--- config.mk ---
export PLATFORM = sky130hd
export DESIGN_NAME = loop_group_scheduler
export DESIGN_NICKNAME = d
export VERILOG_FILES = /design/src/rtl/loop_group_scheduler_pkg.sv /design/src/rtl/loop_group_scheduler_rr_arbiter.sv /design/src/rtl/loop_group_scheduler.sv
export SDC_FILE = /design/constraint.sdc
export NUM_CORES = 1
export LEC_CHECK = 0
export BUFFER_PORTS_ARGS = -buffer_cell sky130_fd_sc_hd__buf_2
export CORE_MARGIN = 2
export CORE_UTILIZATION = 40
export DETAILED_ROUTE_END_ITERATION = 12
export PLACE_DENSITY_LB_ADDON = 0.05
export SLEW_MARGIN = 40
export SYNTH_ARGS = -nofsm -noshare
export SYNTH_HDL_FRONTEND = slang
export SYNTH_HIERARCHICAL = 1
export SYNTH_SLANG_ARGS = --single-unit
--- constraint.sdc ---
create_clock -name clk -period 3.35 [get_ports clk]
set_input_delay 0.1675 -clock clk [delete_from_list [all_inputs] [get_ports clk]]
set_output_delay 0.1675 -clock clk [all_outputs]
set_load 0.05 [all_outputs]
--- src/rtl/loop_group_scheduler_pkg.sv ---
// Shared types and defaults for the loop-group scheduler.
// Holds the scheduler FSM encoding and the default group-id width and preemption quantum.
package loop_group_scheduler_pkg;

   localparam int unsigned DefGroupIdW = 2;
   localparam int unsigned DefQuantum  = 64;

   typedef enum logic [2:0] {
      StIdle,
      StSelect,
      StRun,
      StSwitch,
      StFinish
   } sched_state_e;

endpackage

--- src/rtl/loop_group_scheduler_rr_arbiter.sv ---
// Combinational round-robin picker: first requester found searching upward from last+1 (wrapping).
// The caller registers the grant.
module loop_group_scheduler_rr_arbiter #(
   parameter int unsigned IdW = 2,
   parameter int unsigned N   = 1 << IdW
) (
   input  logic [N-1:0]   req,
   input  logic [IdW-1:0] last,
   output logic [IdW-1:0] grant,
   output logic           grant_v
);

   logic [IdW-1:0] idx;

   // Walk from the farthest offset down so the nearest requester after 'last' wins.
   always_comb begin
      grant   = last;
      grant_v = 1'b0;
      idx     = '0;
      for (int k = int'(N); k >= 1; k--) begin
         idx = IdW'((int'(last) + k) % int'(N));
         if (req[idx]) begin
            grant   = idx;
            grant_v = 1'b1;
         end
      end
   end

endmodule

--- src/rtl/loop_group_scheduler.sv ---
// Time-multiplexes the loop controller between pending loop groups, round-robin,
// skipping stalled groups and preempting a running group after QUANTUM productive cycles.
module loop_group_scheduler
   import loop_group_scheduler_pkg::*;
#(
   parameter int unsigned GROUP_ID_W = DefGroupIdW,
   parameter int unsigned NUM_GROUPS = 1 << GROUP_ID_W,
   parameter int unsigned QUANTUM_W  = 8,
   parameter int unsigned QUANTUM    = DefQuantum
) (
   input  logic                  clk,
   input  logic                  reset,
   input  logic                  cfg_group_v,
   input  logic [GROUP_ID_W-1:0] cfg_group_id,
   input  logic                  sched_start,
   input  logic [NUM_GROUPS-1:0] grp_stall,
   output logic                  sched_busy,
   output logic                  sched_done,
   output logic                  ctrl_start,
   output logic [GROUP_ID_W-1:0] ctrl_loop_group_id,
   output logic                  ctrl_stall,
   input  logic                  ctrl_done,
   output logic                  ctrl_block_done,
   output logic [NUM_GROUPS-1:0] pending
);

   localparam logic [QUANTUM_W-1:0] QuantumVal = QUANTUM_W'(QUANTUM);

   sched_state_e          state_q, state_d;
   logic [NUM_GROUPS-1:0] pending_q, pending_d;
   logic [GROUP_ID_W-1:0] last_grant_q, last_grant_d;
   logic [GROUP_ID_W-1:0] id_q, id_d;
   logic [QUANTUM_W-1:0]  cnt_q, cnt_d;
   logic                  first_launch_q, first_launch_d;
   logic                  ctrl_start_q, ctrl_start_d;

   logic [NUM_GROUPS-1:0] eligible, active_mask, set_mask, clear_mask;
   logic [GROUP_ID_W-1:0] grant;
   logic                  grant_v;
   logic                  stall_raw;

   assign eligible    = pending_q & ~grp_stall;
   assign active_mask = NUM_GROUPS'(1) << id_q;
   assign set_mask    = cfg_group_v ? (NUM_GROUPS'(1) << cfg_group_id) : '0;

   loop_group_scheduler_rr_arbiter #(
      .IdW (GROUP_ID_W),
      .N   (NUM_GROUPS)
   ) u_rr_arbiter (
      .req     (eligible),
      .last    (last_grant_q),
      .grant   (grant),
      .grant_v (grant_v)
   );

   always_comb begin
      state_d         = state_q;
      last_grant_d    = last_grant_q;
      id_d            = id_q;
      cnt_d           = cnt_q;
      first_launch_d  = first_launch_q;
      ctrl_start_d    = 1'b0;
      clear_mask      = '0;
      stall_raw       = 1'b1;
      sched_busy      = 1'b0;
      sched_done      = 1'b0;
      ctrl_block_done = 1'b0;

      unique case (state_q)
         StIdle: begin
            if (sched_start) begin
               if (pending_q != '0) begin
                  state_d        = StSelect;
                  first_launch_d = 1'b1;
               end else begin
                  state_d = StFinish;
               end
            end
         end
         StSelect: begin
            sched_busy = 1'b1;
            if (grant_v) begin
               id_d           = grant;
               last_grant_d   = grant;
               cnt_d          = '0;
               ctrl_start_d   = first_launch_q;
               first_launch_d = 1'b0;
               state_d        = StRun;
            end
         end
         StRun: begin
            sched_busy = 1'b1;
            stall_raw  = grp_stall[id_q];
            if (!stall_raw && (cnt_q != QuantumVal)) begin
               cnt_d = cnt_q + QUANTUM_W'(1);
            end
            // A cfg for the finishing group in the same cycle keeps it pending.
            if (ctrl_done) begin
               clear_mask = active_mask;
               if (((pending_q & ~active_mask) | set_mask) != '0) begin
                  state_d = StSelect;
               end else begin
                  state_d = StFinish;
               end
            end else if ((QUANTUM != 0) && (cnt_q == QuantumVal) &&
                         ((eligible & ~active_mask) != '0)) begin
               state_d = StSwitch;
            end
         end
         StSwitch: begin
            sched_busy = 1'b1;
            state_d    = StSelect;
         end
         StFinish: begin
            sched_done      = 1'b1;
            ctrl_block_done = 1'b1;
            state_d         = StIdle;
         end
         default: state_d = StIdle;
      endcase

      pending_d = (pending_q & ~clear_mask) | set_mask;
   end

   always_ff @(posedge clk or negedge reset) begin
      if (!reset) begin
         state_q        <= StIdle;
         pending_q      <= '0;
         last_grant_q   <= GROUP_ID_W'(NUM_GROUPS - 1);
         id_q           <= '0;
         cnt_q          <= '0;
         first_launch_q <= 1'b0;
         ctrl_start_q   <= 1'b0;
      end else begin
         state_q        <= state_d;
         pending_q      <= pending_d;
         last_grant_q   <= last_grant_d;
         id_q           <= id_d;
         cnt_q          <= cnt_d;
         first_launch_q <= first_launch_d;
         ctrl_start_q   <= ctrl_start_d;
      end
   end

   assign pending            = pending_q;
   assign ctrl_loop_group_id = id_q;
   assign ctrl_start         = ctrl_start_q;
   // Stall is forced low while reset is held so every output reads zero.
   assign ctrl_stall         = reset & stall_raw;

endmodule
==> run summary, run 1 <==
CTS tree - done
Layout Nets - 182
P_leak - 0.644 nW
Pre-CTS setup slack - 1.16 ns
Register area share after synthesis - 40.5%
Post-synth top area share - 36.4%
Initial core utilization - 42.4%
First-pass GRT wire length - 4930 um
CP arrival - 2.45 ns
Root Buffer - clkbuf_4
IO Port Bufs - 21
Mapped Avg Cell Area - 8.82 um2
Setup TNS - 0 ns
Post-synthesis cell count - 148
CTS Buf Count - 3
Cell Area, Synth - 0.00131 mm2
Antenna Violating Nets Remaining - 0
Routed len/inst - 13.2 um
Maximum clock path buffer count - 2
R2R Path Start - pending[3]$_DFF_PN0_
Outcome - complete, no violations
MaxCap Viol Count - 0
CP Cell Sequence - nor2b_1 -> or4_1 -> nor2b_1 -> nor3b_2 -> nand2_1 -> nand2_1
Number of synthesized flops with an enable pin - 0
Initial DRC count - 44
Hold Crit Class - primary input to flop
ANT cells - 0
Pin count of the biggest net entering global routing - 23
CP startpoint - pending[3]$_DFF_PN0_
Register Area - 528 um2
CP Class - flop to flop
IO Pins - 22
Final period util - 65.8%
# H-tree levels - 1
Initial antenna violation count - 0
CTS clock-pin slew for the worst setup and hold paths - 0.12 ns
Final Hold Fails - 0
Required @ worst endpoint - 3.60 ns
Min-Delay Startpoint - cfg_group_id[1]
Ranking of synthesized cells by area - dfrtp_1 (36%), nor2_1 (4.9%), dfstp_2 (4.0%), nand2_1 (4.0%), nor2b_1 (3.4%)
# setup viols final - 0
Syn_nets - 161
Clock Sinks - 21
Yosys top cell by area - dfrtp_1
Crit-path max FO - 10
Max Clock Freq - 453 MHz
Core box area - 0.00308 mm2
Crit-path max cell delay - 0.63 ns
Layout cells sized above 1 - 21.4%
Commonest cells after routing, fill and taps aside - buf_2 (21), dfrtp_1 (19), nor2_1 (17), nand2_1 (14), inv_1 (8)
RSZ-0062 raised after global routing - false
Slowest-stage cell, CP - nor3b_2
PD cells - 860 mW/mm2
Min Tclk post-route - 2.21 ns
Synth unique cells - 45
Synth Register Bits - 21
Synthesis warning total - 6
Vias in the first global route - 1,109
Maximum vdd ir drop - 390 uV
Std cell rows - 20
Post-DP HPWL - 2140 um
Total track usage - 17.7%
FILL cells - 318
Die area - 0.00374 mm2
Grt total ovfl - 0
Setup ws final - 1.14 ns
Clk Latency, worst-skew pair - 0.30 ns
RD Place Congestion - 0.769
Crit path launch type - flop
Die width - 61.1 um
Die H - 61.1 um
Total power - 1.26 mW
Vias per cell - 5.25
Async S/R FF share, synth - 100%
Synth Flop Type - dfrtp_1
Worst Setup End Kind - flop
Commonest non-fill, non-tap cell in the layout - buf_2
Post-layout util - 47.5%
P&R area growth vs syn - 12.0%
# resized after CTS - 0
Routed WL - 2800 um
Drt drc - 0
Final Max Slew Viols - 0
Slew HR - 54.6%
Worst Clk Skew - 0.00528 ns
Worst-Margin Slew - 0.678 ns
Multi-input logic area - 707 um2
Via count - 1,113
Setup Fix Bufs, Post-CTS - 0
Drt pass-1 iters - 4
kinds of logic (layout without fill, tap and decap cells):
family / count (synthesis) / after routing / synth area share [%]
AND/OR/NAND/NOR: 75 / 75 / 30.8
AO/OA/AOI/OAI: 27 / 27 / 14.1
flip-flops: 21 / 21 / 40.5
buffers and inverters: 14 / 34 / 5.37
XOR/XNOR: 6 / 6 / 4.03
multiplexers: 3 / 3 / 3.36
adder cells (fa/ha/maj): 2 / 2 / 1.92
registers in the layout, summed over array words and instances (netlist names):
register	flops
cnt_q	8
pending	4
state_q	3
ctrl_loop_group_id	2
last_grant_q	2
ctrl_start	1
first_launch_q	1
worst paths after layout:
path / endpoint / slack [ns] / cells past startpoint
min in group asynchronous: ctrl_start$_DFF_PN0_ / 0.35 / 2
setup / recovery: last_grant_q[1]$_DFFE_PN1P_ / 1.14 / 6
setup reg to reg: last_grant_q[1]$_DFFE_PN1P_ / 1.14 / 6
hold reg to reg: last_grant_q[0]$_DFFE_PN1P_ / 0.49 / 2
max in group asynchronous: last_grant_q[0]$_DFFE_PN1P_ / 2.64 / 2
hold / removal: pending[1]$_DFF_PN0_ / 0.08 / 2
layout make-up:
type / count / share of cell area, %
multi-input cells: 113 / 48.4
flip-flops and latches: 21 / 36.1
well taps: 44 / 3.77
inverters: 8 / 2.05
clock buffers: 4 / 1.80
repair buffers: 22 / 7.88
synth_stat cells, drive strengths merged, types with 4 or more instances:
| master | number |
|---|---|
| inv | 8 |
| nand2 | 15 |
| nand3 | 5 |
| a21oi | 7 |
| o21ai | 7 |
| buf | 5 |
| xor2 | 5 |
| nand2b | 6 |
| nor3 | 4 |
| nor2b | 7 |
| and2 | 5 |
| dfrtp | 19 |
| nor2 | 19 |
power by group:
part           internal, mW  leakage (nW)  total, mW  switching [mW]
Sequential            0.341         0.258      0.472           0.131
Clock                0.0463        0.0150      0.123          0.0769
Combinational         0.223         0.371      0.662           0.439
worst max-delay path: cells and delay by family (launching register included):
family / cells / cell delay (ns)
DFF: 1 / 0.44
and+or+nand+nor: 6 / 1.71
timing repair:
action / in CTS / in global routing
hold buffers: 1 / 0
endpoints found under the hold margin: 19 / 0
setup endpoints to repair: 0 / 0
metal layers:
metal	track usage, %	up-vias	part of all wire (%)
li1	-	553	-
met1	23.9	532	49
met2	29.5	26	46
met3	2.52	2	4.1
met4	5.28	0	0.75
met5	0	-	0
metrics by stage:
step	instance area, um2	instances	hold WS, ns
floorplan	1310	148	-0.128
global route	1460	212	0.0931
finish	1460	212	0.0772
CTS	1460	212	0.0703
detailed placement	1430	207	0.161
global placement	1430	207	0.152
Power figures use the tool's default switching activity.
==> inputs of run 2 (changes only) <==
- clock period: 3.35 -> 2.3 ns (I/O delays scaled with it)
==> run 2 against run 1 <==
Net effect: final area is 1.0% higher; count of clock-buffer cells in the layout is 1 lower; fmax is 8.3% higher; clock power is 52% higher; power is 47% higher; non-clock buffer count is 1 higher; die area stayed put; wire length is 4.1% lower; final cell count is 0.47% higher; setup slack worse by 0.88 ns; critical endpoint is now last_grant_q[0]$_DFFE_PN1P_; largest power group unchanged.
==> run summary, run 2 (synthesis gave the netlist of run 1 again) <==
CTS tree - done
Core box area - 0.00308 mm2
Initial DRC count - 34
CP startpoint - pending[3]$_DFF_PN0_
R2R Path Start - pending[3]$_DFF_PN0_
CP Class - flop to flop
Hold Crit Class - primary input to flop
Final period util - 88.6%
Routed len/inst - 12.6 um
Maximum clock path buffer count - 2
Crit-path max cell delay - 0.48 ns
Drt pass-1 iters - 4
ANT cells - 0
Post-DP HPWL - 2070 um
Worst Clk Skew - 0.00258 ns
Setup ws final - 0.263 ns
CTS clock-pin slew for the worst setup and hold paths - 0.12 ns
Grt total ovfl - 0
Worst-Margin Slew - 0.486 ns
CP arrival - 2.31 ns
Fin area - 0.00148 mm2
Layout cells sized above 1 - 22.5%
RD Place Congestion - 0.777
Dpl cells - 208
Placed cell area - 0.00143 mm2
# H-tree levels - 1
Commonest cells after routing, fill and taps aside - buf_2 (21), dfrtp_1 (19), nor2_1 (17), nand2_1 (14), inv_1 (8)
Antenna Violating Nets Remaining - 0
Min-Delay Startpoint - cfg_group_id[1]
Slowest-stage cell, CP - nor3b_4
RSZ-0062 raised after global routing - false
Setup Fix Bufs, Post-CTS - 0
Root Buffer - clkbuf_4
Setup TNS - 0 ns
Die H - 61.1 um
Maximum vdd ir drop - 591 uV
Die area - 0.00374 mm2
P&R area growth vs syn - 13.1%
Std cell rows - 20
FILL cells - 341
CP Cell Sequence - nor2b_1 -> or4_1 -> nor2b_1 -> nor3b_4 -> nand2_1 -> nand2_1
Die width - 61.1 um
Required @ worst endpoint - 2.57 ns
Clk Latency, worst-skew pair - 0.32 ns
Post-layout util - 48.0%
Max Clock Freq - 491 MHz
P_leak - 0.653 nW
Drt drc - 0
CTS Buf Count - 3
Crit-path max FO - 10
Worst Setup End Kind - flop
Initial antenna violation count - 0
Final non-filler cell total - 213
Total power - 1.85 mW
MaxCap Viol Count - 0
Slew HR - 67.6%
Layout Nets - 183
Pin count of the biggest net entering global routing - 23
Routed WL - 2690 um
Pre-CTS setup slack - 0.106 ns
WP buf/inv - 0
Final Max Slew Viols - 0
Commonest non-fill, non-tap cell in the layout - buf_2
First-pass GRT wire length - 4620 um
Clock Sinks - 21
Outcome - complete, no violations
Initial core utilization - 42.4%
Via count - 1,110
Register Area - 528 um2
Min Tclk post-route - 2.04 ns
Crit path launch type - flop
Final Hold Fails - 0
Hold slack final - 0.0104 ns
PD cells - 1260 mW/mm2
IO Port Bufs - 21
Vias in the first global route - 1,048
Vias per cell - 5.21
Total track usage - 16.8%
Top reg by flops - cnt_q
# setup viols final - 0
Multi-input logic area - 713 um2
Crit-path leading delay family - simple AND/OR/NAND/NOR gates
IO Pins - 22
Largest register FFs - 8
## run 2: changes by cell type in the layout (fill, tap and decap cells not counted), sizes merged
cell | before | now
clkbuf | 4 | 3
clkinv | 0 | 1
buf | 21 | 22
## run 2: timing repair
| item | 4_1_cts | 5_1_grt |
|---|---|---|
| gates resized for setup | 0 | 1 |
| setup endpoints to repair | 0 | 12 |
| endpoints found under the hold margin | 19 | 0 |
| hold buffers | 1 | 0 |
## run 2: path summary, 6_finish.rpt
path                                               end  slack (ns)  cells after the start
max                        last_grant_q[0]$_DFFE_PN1P_        0.26                      6
min                               pending[0]$_DFF_PN0_        0.01                      2
max reg2reg                last_grant_q[0]$_DFFE_PN1P_        0.26                      6
min reg2reg                last_grant_q[0]$_DFFE_PN1P_        0.50                      2
max in group asynchronous  last_grant_q[1]$_DFFE_PN1P_        1.68                      2
min in group asynchronous         cnt_q[1]$_DFFE_PN0P_        0.27                      2
## run 2: per-layer routing
| layer | vias up | track usage, % | share of wire, % |
|---|---|---|---|
| met5 | - | 0 | 0 |
| met4 | 0 | 7.45 | 1.9 |
| met3 | 5 | 2.73 | 6.0 |
| met2 | 35 | 25.7 | 44 |
| met1 | 517 | 23.3 | 48 |
| li1 | 553 | - | - |
## run 2: cell type report
cell class / instances / area share [%]
Clock buffer: 3 / 1.53
Sequential cell: 21 / 35.8
Multi-Input combinational cell: 113 / 48.3
Timing Repair Buffer: 23 / 8.31
Clock inverter: 1 / 0.339
Tap cell: 44 / 3.73
Inverter: 8 / 2.03
## run 2: power by group
part | total [mW] | internal, mW | switching (mW)
registers | 0.667 | 0.497 | 0.170
clock network | 0.187 | 0.0652 | 0.121
logic | 1.00 | 0.343 | 0.657
==> inputs of run 3 (changes only) <==
- CORE_UTILIZATION: 40 -> 50
==> run 3 against run 2 <==
Net effect: non-clock buffer count increased by 2; fmax is 1.8% higher; critical path type unchanged; combinational power about the same; final cell count shrank 5.6%; clock power barely moved; critical endpoint is now ctrl_start$_DFF_PN0_; register-to-register slack better by 0.04 ns; die area decreased by 19%; wire length grew 4.6%; largest power group unchanged.
==> run summary, run 3 (synthesis gave the netlist of run 1 again) <==
Outcome - complete, no violations
Initial antenna violation count - 0
Switching fraction of total power - 51.1%
Reg power frac - 35.6%
ANT cells - 0
Top reg by flops - cnt_q
P&R area growth vs syn - 12.8%
Reg2reg path depth - 6
Vias in the first global route - 1,035
Antenna Violating Nets Remaining - 0
Crit-path max cell delay - 0.55 ns
Die width - 55.1 um
IO Port Bufs - 21
CP dominant cell by count - nor2b_1
Crit path launch type - flop
Initial core utilization - 52.7%
# resized after CTS - 0
WP buf/inv - 1
# H-tree levels - 1
RR Endpoint - ctrl_start$_DFF_PN0_
MaxCap Viol Count - 0
R2R Path Start - pending[3]$_DFF_PN0_
Root Buffer - clkbuf_4
Std cell rows - 18
Layout cells sized above 1 - 22.8%
Clock Sinks - 21
Gate power share - 54.4%
Routed len/inst - 14.0 um
CTS clock-pin slew for the worst setup and hold paths - 0.13 ns
CP Cell Sequence - nor2b_1 -> or4_1 -> nor2b_1 -> nor3b_2 -> buf_4 -> and2_1
Post-DP HPWL - 2080 um
Crit-path leading delay family - simple AND/OR/NAND/NOR gates
Final Max Slew Viols - 0
Total track usage - 21.4%
Initial DRC count - 32
Stages on worst setup path - 6
CP Class - flop to flop
Min Tclk post-route - 2.00 ns
RSZ-0062 raised after global routing - false
Commonest non-fill, non-tap cell in the layout - buf_2
Drt pass-1 iters - 4
Worst-Margin Slew - 0.479 ns
Routed WL - 2810 um
Commonest cells after routing, fill and taps aside - buf_2 (21), dfrtp_1 (19), nor2_1 (17), nand2_1 (14), inv_1 (8)
RD Place Congestion - 0.794
Pin count of the biggest net entering global routing - 23
Grt total ovfl - 0
P_leak - 0.657 nW
Max Clock Freq - 500 MHz
Via count - 1,136
CP endpoint - ctrl_start$_DFF_PN0_
Core box area - 0.00248 mm2
Post-layout util - 59.4%
Vias per cell - 5.65
Maximum clock path buffer count - 2
Clk Latency, worst-skew pair - 0.32 ns
Die H - 55.1 um
Largest register FFs - 8
# setup viols final - 0
Final Hold Fails - 0
Maximum vdd ir drop - 971 uV
Die area - 0.00303 mm2
Worst Clk Skew - 0.0192 ns
Pint - 0.913 mW
Crit-path max FO - 10
First-pass GRT wire length - 4580 um
CTS Buf Count - 3
IO Pins - 22
PD cells - 1270 mW/mm2
Required @ worst endpoint - 2.51 ns
Drt drc - 0
Setup TNS - 0 ns
Slew HR - 68.1%
R2r setup slk - 0.30 ns
Worst Setup End Kind - flop
Hold Crit Class - primary input to flop
Slowest-stage cell, CP - or4_1
CTS tree - done
CP startpoint - pending[3]$_DFF_PN0_
Final period util - 87.0%
Clock group share of total power - 10.1%
Layout Nets - 185
CP arrival - 2.21 ns
Psw - 0.954 mW
## run 3: cell count changes in the layout (fill, tap and decap cells not counted)
cell | before | now
nor3b_2 | 0 | 1
nor3b_4 | 1 | 0
clkinv_2 | 1 | 0
clkinvlp_4 | 0 | 1
dlygate4sd3_1 | 1 | 2
buf_4 | 1 | 2
## run 3: layer usage
metal | track usage [%] | up-vias | wire (um)
met3 | 6.18 | 2 | 227
met2 | 32.7 | 41 | 1230
li1 | - | 562 | -
met4 | 4.88 | 0 | 10
met5 | 0 | - | 0
met1 | 29.8 | 531 | 1340
## run 3: how the worst min path moves through the flow
stage / slack (ns) / cells after the start / end / from
floorplan: -0.18 / 0 / cnt_q[0]$_DFFE_PN0P_ / reset
finish: 0.05 / 3 / pending[3]$_DFF_PN0_ / cfg_group_id[0]
CTS: 0.03 / 3 / pending[3]$_DFF_PN0_ / cfg_group_id[0]
detailed placement: 0.11 / 1 / cnt_q[6]$_DFFE_PN0P_ / reset
global placement: 0.10 / 1 / cnt_q[6]$_DFFE_PN0P_ / reset
global route: 0.05 / 3 / pending[3]$_DFF_PN0_ / cfg_group_id[0]
## run 3: power groups by stage
| stage | sequential [mW] | combinational, mW | clock [mW] |
|---|---|---|---|
| 2_1_floorplan | 0.766 | 0.690 | 0 |
| 3_3_place_gp | 0.663 | 0.999 | 0 |
| 3_5_place_dp | 0.671 | 1.01 | 0 |
| 4_1_cts | 0.665 | 1.02 | 0.197 |
| 5_1_grt | 0.694 | 1.13 | 0.213 |
| 6_report | 0.664 | 1.02 | 0.188 |
## run 3: final cells by class
| class | instances | area, um2 |
|---|---|---|
| sequential | 21 | 528 |
| clock inverter | 1 | 7.51 |
| fill | 229 | 1000 |
| inverter | 8 | 30.0 |
| timing repair buffer | 25 | 140 |
| tap | 30 | 37.5 |
| clock buffer | 3 | 22.5 |
| multi-input combinational | 113 | 707 |
## run 3: repair_timing
| action | 4_1_cts | 5_1_grt |
|---|---|---|
| hold buffers | 2 | 0 |
| endpoints found under the hold margin | 21 | 0 |
| endpoints found under the setup margin | 0 | 0 |
| setup buffers | 0 | 0 |
## run 3: metrics by stage
step / hold slack, ns / instances / cell area, um2 / worst slack (ns) / power, mW
after floorplan: -0.181 / 148 / 1310 / 0.236 / 1.46
after global placement: 0.103 / 195 / 1420 / 0.410 / 1.66
after detailed placement: 0.106 / 195 / 1420 / 0.385 / 1.68
after CTS: 0.0317 / 201 / 1470 / 0.296 / 1.88
after global routing: 0.0545 / 201 / 1470 / 0.206 / 2.03
final: 0.0470 / 201 / 1470 / 0.299 / 1.87
## run 3: worst reg2reg max path, stage by stage, from the launching register on
cell     delay, ns
dfrtp_1       0.44
nor2b_1       0.22
or4_1         0.55
nor2b_1       0.18
nor3b_2       0.17
buf_4         0.18
and2_1        0.15
